## config.mk

```make
export PLATFORM = sky130hd
export DESIGN_NAME = mem_cycle_sequencer
export DESIGN_NICKNAME = d
export VERILOG_FILES = /design/src/rtl/mem_cycle_sequencer_pkg.sv /design/src/rtl/mem_cycle_sequencer_moc_timer.sv /design/src/rtl/mem_cycle_sequencer.sv
export SDC_FILE = /design/constraint.sdc
export NUM_CORES = 1
export LEC_CHECK = 0
export BUFFER_PORTS_ARGS = -buffer_cell sky130_fd_sc_hd__buf_2
export CORE_MARGIN = 2
export CORE_UTILIZATION = 40
export CTS_BUF_LIST = sky130_fd_sc_hd__clkbuf_4 sky130_fd_sc_hd__clkbuf_8
export CTS_CLUSTER_DIAMETER = 150
export DETAILED_ROUTE_END_ITERATION = 16
export GPL_ROUTABILITY_DRIVEN = 0
export PLACE_DENSITY = 0.66
export SYNTH_ARGS = -nofsm -noshare
export SYNTH_HDL_FRONTEND = slang
export SYNTH_SLANG_ARGS = --single-unit
```

## constraint.sdc

```tcl
create_clock -name CLK -period 4.7 [get_ports CLK]
set_input_delay 0.94 -clock CLK [delete_from_list [all_inputs] [get_ports CLK]]
set_output_delay 0.94 -clock CLK [all_outputs]
set_load 0.005 [all_outputs]
```

## src/rtl/mem_cycle_sequencer_pkg.sv

```systemverilog
// Shared types for the memory cycle sequencer: FSM state encoding, read/write
// polarity constants and the registered control-output bundle.
package mem_cycle_sequencer_pkg;

    typedef enum logic [3:0] {
        ST_IDLE    = 4'd0,
        ST_F_MAR   = 4'd1,
        ST_F_MEM   = 4'd2,
        ST_F_IR    = 4'd3,
        ST_DECODE  = 4'd4,
        ST_LS_MAR  = 4'd5,
        ST_LS_MDR  = 4'd6,
        ST_LS_MEM  = 4'd7,
        ST_LS_DONE = 4'd8,
        ST_FAULT   = 4'd9
    } state_e;

    localparam logic RW_READ  = 1'b1;
    localparam logic RW_WRITE = 1'b0;

    // mdr_moc marks a memory-read window in which MDRLd follows MOC.
    typedef struct packed {
        logic mov;
        logic rw;
        logic ir_ld;
        logic mar_ld;
        logic mdr_ld;
        logic mdr_moc;
        logic mar_sel;
        logic mdr_sel;
        logic pc_inc;
        logic busy;
        logic fault;
    } ctrl_t;

    localparam ctrl_t CTRL_RESET = '{
        mov:     1'b0,
        rw:      RW_READ,
        ir_ld:   1'b0,
        mar_ld:  1'b0,
        mdr_ld:  1'b0,
        mdr_moc: 1'b0,
        mar_sel: 1'b0,
        mdr_sel: 1'b0,
        pc_inc:  1'b0,
        busy:    1'b0,
        fault:   1'b0
    };

    function automatic logic is_mem_state(input state_e s);
        return (s == ST_F_MEM) || (s == ST_LS_MEM);
    endfunction

endpackage

```

## src/rtl/mem_cycle_sequencer_moc_timer.sv

```systemverilog
// MOC wait counter: counts memory-cycle wait states and flags the last
// permitted one so the sequencer can abort to FAULT.
module moc_timer #(
    parameter int CNT_W   = 4,
    parameter int TIMEOUT = 15
) (
    input  logic clk_i,
    input  logic rst_ni,
    input  logic clr_i,
    input  logic en_i,
    output logic expired_o
);

    localparam logic [CNT_W-1:0] LAST = CNT_W'(TIMEOUT - 1);

    logic [CNT_W-1:0] cnt_q;
    logic [CNT_W-1:0] cnt_d;

    // Next count: clear outside memory cycles, saturate at the last wait slot.
    always_comb begin
        cnt_d = cnt_q;
        if (clr_i) begin
            cnt_d = '0;
        end else if (en_i && (cnt_q != LAST)) begin
            cnt_d = cnt_q + CNT_W'(1);
        end else begin
            cnt_d = cnt_q;
        end
    end

    // Counter register.
    always_ff @(posedge clk_i or negedge rst_ni) begin
        if (!rst_ni) begin
            cnt_q <= '0;
        end else begin
            cnt_q <= cnt_d;
        end
    end

    // A MOC arriving in the final slot drops en_i and therefore wins.
    assign expired_o = en_i && (cnt_q == LAST);

endmodule

```

## src/rtl/mem_cycle_sequencer.sv

```systemverilog
// Fetch/decode/load-store sequencer driving IR/MAR/MDR/FDR load enables,
// datapath mux selects and the MOV/MOC memory handshake.
module mem_cycle_sequencer
    import mem_cycle_sequencer_pkg::*;
#(
    parameter int TIMEOUT = 15,
    parameter int CNT_W   = 4
) (
    input  logic CLK,
    input  logic RSTn,
    input  logic run,
    input  logic MOC,
    input  logic ls_req,
    input  logic ls_store,
    input  logic set_flags,
    output logic MOV,
    output logic RW,
    output logic IRLd,
    output logic MARLd,
    output logic MDRLd,
    output logic FDRLd,
    output logic mar_sel,
    output logic mdr_sel,
    output logic pc_inc,
    output logic busy,
    output logic fault
);

    state_e state_q;
    state_e state_d;
    ctrl_t  ctrl_q;
    ctrl_t  ctrl_d;
    logic   store_q;
    logic   store_d;
    logic   tmr_clr_s;
    logic   tmr_en_s;
    logic   expired_s;

    assign tmr_clr_s = !is_mem_state(state_q);
    assign tmr_en_s  = is_mem_state(state_q) && !MOC;

    moc_timer #(
        .CNT_W   (CNT_W),
        .TIMEOUT (TIMEOUT)
    ) u_moc_timer (
        .clk_i     (CLK),
        .rst_ni    (RSTn),
        .clr_i     (tmr_clr_s),
        .en_i      (tmr_en_s),
        .expired_o (expired_s)
    );

    // Next-state logic; the store/load choice is captured while in DECODE.
    always_comb begin
        state_d = state_q;
        store_d = store_q;
        case (state_q)
            ST_IDLE: begin
                if (run) begin
                    state_d = ST_F_MAR;
                end else begin
                    state_d = ST_IDLE;
                end
            end
            ST_F_MAR:  state_d = ST_F_MEM;
            ST_F_MEM: begin
                if (MOC) begin
                    state_d = ST_F_IR;
                end else if (expired_s) begin
                    state_d = ST_FAULT;
                end else begin
                    state_d = ST_F_MEM;
                end
            end
            ST_F_IR:   state_d = ST_DECODE;
            ST_DECODE: begin
                store_d = ls_store;
                if (ls_req) begin
                    state_d = ST_LS_MAR;
                end else if (run) begin
                    state_d = ST_F_MAR;
                end else begin
                    state_d = ST_IDLE;
                end
            end
            ST_LS_MAR: begin
                if (store_q) begin
                    state_d = ST_LS_MDR;
                end else begin
                    state_d = ST_LS_MEM;
                end
            end
            ST_LS_MDR: state_d = ST_LS_MEM;
            ST_LS_MEM: begin
                if (MOC) begin
                    state_d = ST_LS_DONE;
                end else if (expired_s) begin
                    state_d = ST_FAULT;
                end else begin
                    state_d = ST_LS_MEM;
                end
            end
            ST_LS_DONE: begin
                if (run) begin
                    state_d = ST_F_MAR;
                end else begin
                    state_d = ST_IDLE;
                end
            end
            ST_FAULT:  state_d = ST_FAULT;
            default:   state_d = ST_FAULT;
        endcase
    end

    // Output decode of the upcoming state so every control line is a flop.
    always_comb begin
        ctrl_d      = CTRL_RESET;
        ctrl_d.busy = (state_d != ST_IDLE);
        case (state_d)
            ST_F_MAR: begin
                ctrl_d.mar_ld  = 1'b1;
                ctrl_d.mar_sel = 1'b0;
            end
            ST_F_MEM: begin
                ctrl_d.mov     = 1'b1;
                ctrl_d.rw      = RW_READ;
                ctrl_d.mdr_moc = 1'b1;
                ctrl_d.mdr_sel = 1'b0;
            end
            ST_F_IR: begin
                ctrl_d.ir_ld  = 1'b1;
                ctrl_d.pc_inc = 1'b1;
            end
            ST_LS_MAR: begin
                ctrl_d.mar_ld  = 1'b1;
                ctrl_d.mar_sel = 1'b1;
            end
            ST_LS_MDR: begin
                ctrl_d.mdr_ld  = 1'b1;
                ctrl_d.mdr_sel = 1'b1;
            end
            ST_LS_MEM: begin
                ctrl_d.mov     = 1'b1;
                ctrl_d.rw      = store_d ? RW_WRITE : RW_READ;
                ctrl_d.mdr_moc = !store_d;
            end
            ST_FAULT: begin
                ctrl_d.fault = 1'b1;
            end
            default: begin
                ctrl_d.mov = 1'b0;
            end
        endcase
    end

    // State, latched store flag and control-output registers.
    always_ff @(posedge CLK or negedge RSTn) begin
        if (!RSTn) begin
            state_q <= ST_IDLE;
            store_q <= 1'b0;
            ctrl_q  <= CTRL_RESET;
        end else begin
            state_q <= state_d;
            store_q <= store_d;
            ctrl_q  <= ctrl_d;
        end
    end

    // Memory data and decoded flags are only valid alongside MOC / in DECODE,
    // so those two enables are qualified by their strobe inside a flopped window.
    assign MOV     = ctrl_q.mov;
    assign RW      = ctrl_q.rw;
    assign IRLd    = ctrl_q.ir_ld;
    assign MARLd   = ctrl_q.mar_ld;
    assign MDRLd   = ctrl_q.mdr_ld | (ctrl_q.mdr_moc & MOC);
    assign FDRLd   = (state_q == ST_DECODE) & set_flags;
    assign mar_sel = ctrl_q.mar_sel;
    assign mdr_sel = ctrl_q.mdr_sel;
    assign pc_inc  = ctrl_q.pc_inc;
    assign busy    = ctrl_q.busy;
    assign fault   = ctrl_q.fault;

endmodule

```

## Word-level counts from Yosys, hierarchy flattened

Cells that the tools add are included.

| storage, ports and cells | value |
|---|---|
| flip-flop bits (word level) | 18 |
| input bits | 7 |
| output and inout port bits | 11 |
| word-level logic and storage cells | 65 |

| operators by class | value |
|---|---|
| $add $sub $neg | 1 |
| equality and inequality tests | 18 |
| mux-type cells | 20 |
| bitwise operators | 3 |
| reductions and logical operators | 11 |

Operators with widths:

| operator | number |
|---|---|
| 4-bit case mux with 8 select lines | 1 |
| 4-bit by 3-bit equality test with 1-bit output (second input constant) | 7 |
| 4-bit two-way mux | 6 |
| 4-bit by 2-bit equality test with 1-bit output (second input constant) | 4 |
| 4-bit equality test (second input constant) | 3 |
| 1-bit two-way mux | 11 |
| 4-bit by 1-bit equality test with 1-bit output (second input constant) | 2 |
| 2-bit OR reduction | 3 |
| 4-bit by 1-bit adder with 4-bit output (second input constant) | 1 |
| 4-bit logical NOT | 1 |
| 4-bit inequality test (second input constant) | 1 |
| 4-bit nonzero test | 1 |
| 1-bit logical AND | 3 |
| 3-bit two-way mux | 1 |
| 1-bit AND | 2 |
| 1-bit logical NOT | 2 |
| 2-bit by 1-bit inequality test with 1-bit output (second input constant) | 1 |
| 1-bit case mux with 2 select lines | 1 |
| 1-bit logical OR | 1 |
| 1-bit OR | 1 |

## Depth between registers and ports, before layout

| depth | value |
|---|---|
| word-level depth | 10 |
| mapped depth | 7 |
| gate-level depth less buffers | 7 |

## By module

A second synthesis with hierarchy kept.

| second synthesis, totals | value |
|---|---|
| cell total of the unflattened synthesis | 91 |
| area, all modules | 987.2 um2 |

Modules (own cells, without submodules):

| module | times used | cells an instance | area an instance (um2) | sequential area each (um2) |
|---|---|---|---|---|
| mem_cycle_sequencer | 1 | 67 | 733.2 | 351.6 |
| moc_timer | 1 | 24 | 254.0 | 100.1 |

## Worst setup path after synthesis

OpenSTA, ideal clock, no wires.

| timing | value |
|---|---|
| kind | in2reg |
| start point | in MOC |
| end point | reg ctrl_q (netlist bit MOV) |
| setup time | 119 ps |
| arrival | 1,959 ps |
| required time | 4,581 ps |
| setup slack | 2,622 ps |
| cell stages on the path | 5 |
| path buffers | 0 |
| cell sequence | a31o_4 -> and3_4 -> a211oi_4 -> and2b_1 -> o21a_1 |

RTL lines:

| what | line | text |
|---|---|---|
| from (decl) | mem_cycle_sequencer.sv:12 | `input logic MOC,` |
| to (signal assigned) | mem_cycle_sequencer.sv:165 | `ctrl_q <= ctrl_d;` |
| to (decl) | mem_cycle_sequencer.sv:31 | `ctrl_t ctrl_q;` |

## Final worst setup path

| timing | value |
|---|---|
| start point | reg state_q[1] |
| end point | out FDRLd |

| on the way | value |
|---|---|
| cells in the longest elaborated chain, start to end | 2 |

RTL lines:

| what | line | text |
|---|---|---|
| from (decl) | mem_cycle_sequencer.sv:29 | `state_e state_q;` |
| from (signal assigned) | mem_cycle_sequencer.sv:163 | `state_q <= state_d;` |
| 4-bit by 3-bit equality test with 1-bit output | mem_cycle_sequencer.sv:176 | `assign FDRLd = (state_q == ST_DECODE) & set_flags;` |
| 1-bit AND | mem_cycle_sequencer.sv:176 |  |
| to (decl) | mem_cycle_sequencer.sv:21 | `output logic FDRLd,` |

Every way passes these cells.

==> metrics <==
Synth Area in Simple Gates 22.5%; post-synthesis xor/xnor area fraction 1.83%; top cell type's share of synthesized area 44.5%; crit path launch type flip-flop; Worst Skew 0.00424 ns; Fin. Hold Viols 0; Setup-failing EPs final 0; via count 677; Die ar. 0.00280 sq mm; TritonCTS Sinks 18; Final ANT Viol Nets 0; DP HPWL 1.24 mm; CP endpoint kind primary output; Ys Warns 0; Clk Latency, worst-skew pair 0.29 ns; DRT iter0 DRCs 6; Final Max Tran Viols 0; switching share of power 20.9%; synthesized area per cell 11.2 sq um; internal power 0.205 mW; clock power share 36.7%; post-synthesis compound-gate area fraction 18.5%; CTS Root Cell clkbuf_4; IO buf count 17; share of layout cells above drive strength 1 34.7%; min Tclk post-route 2.43 ns; Die Wd 52.9 um; worst vdd ir 175 uV; adder and majority gate portion of the synthesized area 2.62%; Post-synth EDFFs 0; syn_nets 94; first-pass GRT wire length 3.19 mm; NumNets Final 111; top post-synthesis cells by area dfrtp_1, nor2_1, a2111oi_4; CTS tree yes; Leak 0.485 nW; outcome finished clean; Min-Delay Path Class primary input to asynchronous set/reset pin; CORE AREA 0.00223 sq mm; sequential-to-total area share from yosys stat 47.3%; Worst Setup Path Type flip-flop to primary output; antenna cells 0; Rows 17; net switching power figure 0.0543 mW; MaxCap Viol Count 0; Seq pwr share 59.7%; H-tree depth 1; Pwr Density 241 mW/mm^2; area leader, netlist dfrtp_1; Hold Buf Count CTS 0; initial antenna violation count 0; relative slew slack 70.3%; Yosys cell types 36; Die Ht 52.9 um; Worst Tran Pin Value 0.441 ns; DR pass1 iterations 4; Post-CTS Resized 0; worst-path maximum fanout 13; CTS buffer count 3; final worst slack 2.27 ns; largest family of logic cells by synthesized area simple AND/OR/NAND/NOR gates; CP required 3.76 ns; post-synth design cell area 956 sq um; CP arrival 1.49 ns; combinational cell fraction of total power 3.6%; number of global-route vias before repair 683; Vias/cell 5.25; fmax 0.411 GHz; Synth async-reset ratio 100%; CTS clk-pin slew, worst paths 0.11 ns; Place WS 2.36 ns; top_reg_cell synth dfrtp_1; CTS Buffer Depth 2; Fin Setup TNS 0 ns; gr ovfl total 0; postcts setup bufs 0; io pins 18; RSZ-0062 raised after global routing no; post-synthesis mux area share 2.36%; largest net degree at the start of global routing 19; DRT Wirelength 1.78 mm; Post-Synthesis Cells 85; Tcrit/Tclk final 51.8%; synthesized flop and latch total 18; overall routing resource usage 15.7%; # DRC 0; initial core utilization 42.8%; Routed WL per cell 13.8 um; P&R area growth vs syn 12.6%
cells by family after synthesis:
| family | after synthesis |
|---|---|
| flops | 18 |
| xor+xnor | 2 |
| compound gates | 19 |
| buf+inv | 8 |
| simple gates | 34 |
| fa+ha+maj | 2 |
| mux | 2 |
worst paths after layout:
| path | start | endpoint | slack, ns | depth (start not counted) |
|---|---|---|---|---|
| worst min-delay path | RSTn | u_moc_timer.cnt_q[1]$_DFFE_PN0P_ | 0.56 | 1 |
| worst max-delay path | state_q[1]$_DFF_PN0_ | FDRLd | 2.27 | 3 |
| worst max register to register | u_moc_timer.cnt_q[0]$_DFFE_PN0P_ | MOV$_DFF_PN0_ | 2.65 | 7 |
| min in group CLK | u_moc_timer.cnt_q[0]$_DFFE_PN0P_ | u_moc_timer.cnt_q[0]$_DFFE_PN0P_ | 0.59 | 2 |
| worst min register to register | u_moc_timer.cnt_q[0]$_DFFE_PN0P_ | u_moc_timer.cnt_q[0]$_DFFE_PN0P_ | 0.59 | 2 |
| max in group asynchronous | RSTn | RW$_DFF_PN1_ | 3.82 | 1 |
registers in the layout, indices dropped and copies added (netlist names):
name,count
MARLd,1
MOV,1
RW,1
busy,1
ctrl_q,1
fault,1
mar_sel,1
mdr_sel,1
pc_inc,1
state_q,4
store_q,1
u_moc_timer.cnt_q,4
per-stage QoR:
step | power [mW] | cells | instance area, sq um | utilization [%] | hold WS, ns
3_5_place_dp | 0.167 | 125 | 1040 | 46.6 | 0.571
6_report | 0.259 | 129 | 1080 | 48.2 | 0.557
4_1_cts | 0.262 | 129 | 1080 | 48.2 | 0.565
2_1_floorplan | 0.160 | 85 | 956 | - | 0.519
5_1_grt | 0.270 | 129 | 1080 | 48.2 | 0.570
3_3_place_gp | 0.167 | 125 | 1040 | 46.6 | 0.564
cell usage in the layout (no fill, tap or decap), types with 3 or more instances in the layout:
master | netlist | final
inv_1 | 3 | 3
buf_2 | 2 | 17
dfrtp_1 | 17 | 17
nand2_1 | 5 | 5
nand2b_1 | 3 | 3
nor2_1 | 8 | 8
o21ai_0 | 3 | 3
a21oi_1 | 4 | 4
clkbuf_4 | 0 | 3
Yosys cell counts, types with 2 or more instances:
library cell	instances
and3_1	2
dfrtp_1	17
buf_4	2
ha_1	2
nand4_1	2
mux2_2	2
nor2_1	8
and2_1	2
nand2b_1	3
a21oi_1	4
nor3b_2	2
a21o_1	2
and3_4	2
o21ai_0	3
nand2_1	5
buf_2	2
xor2_1	2
inv_1	3
o21a_1	2
nor2b_1	2
final cells by class:
class,count,area [sq um]
fillers,224,1160
multi-input cells,59,457
flip-flops and latches,18,452
repair buffers,17,85.1
clock buffers,4,36.3
well taps,28,35.0
inverters,3,11.3
worst max-delay path, stage by stage, from the launching register on:
cell and delay (ns):
dfrtp_1 0.55, nor4b_2 0.39, and2_1 0.16, buf_2 0.10
routing by layer:
metal  vias to the layer above  wire, um  share of wire (%)  global-route usage, %
met5                         -         0                  0                      0
met3                         6        81                4.6                   2.82
met2                        17       823                 46                   24.0
met4                         0        41                2.3                   7.69
li1                        327         -                  -                      -
met1                       327       829                 47                   21.4
power by group through the flow:
stage	clock network (mW)	registers [mW]	logic [mW]
final	0.0953	0.155	0.00927
after global routing	0.105	0.155	0.0105
after CTS	0.0976	0.155	0.00956
after detailed placement	0	0.158	0.00948
after global placement	0	0.158	0.00931
after floorplan	0	0.158	0.00261
(Power assumes the default switching activity.)
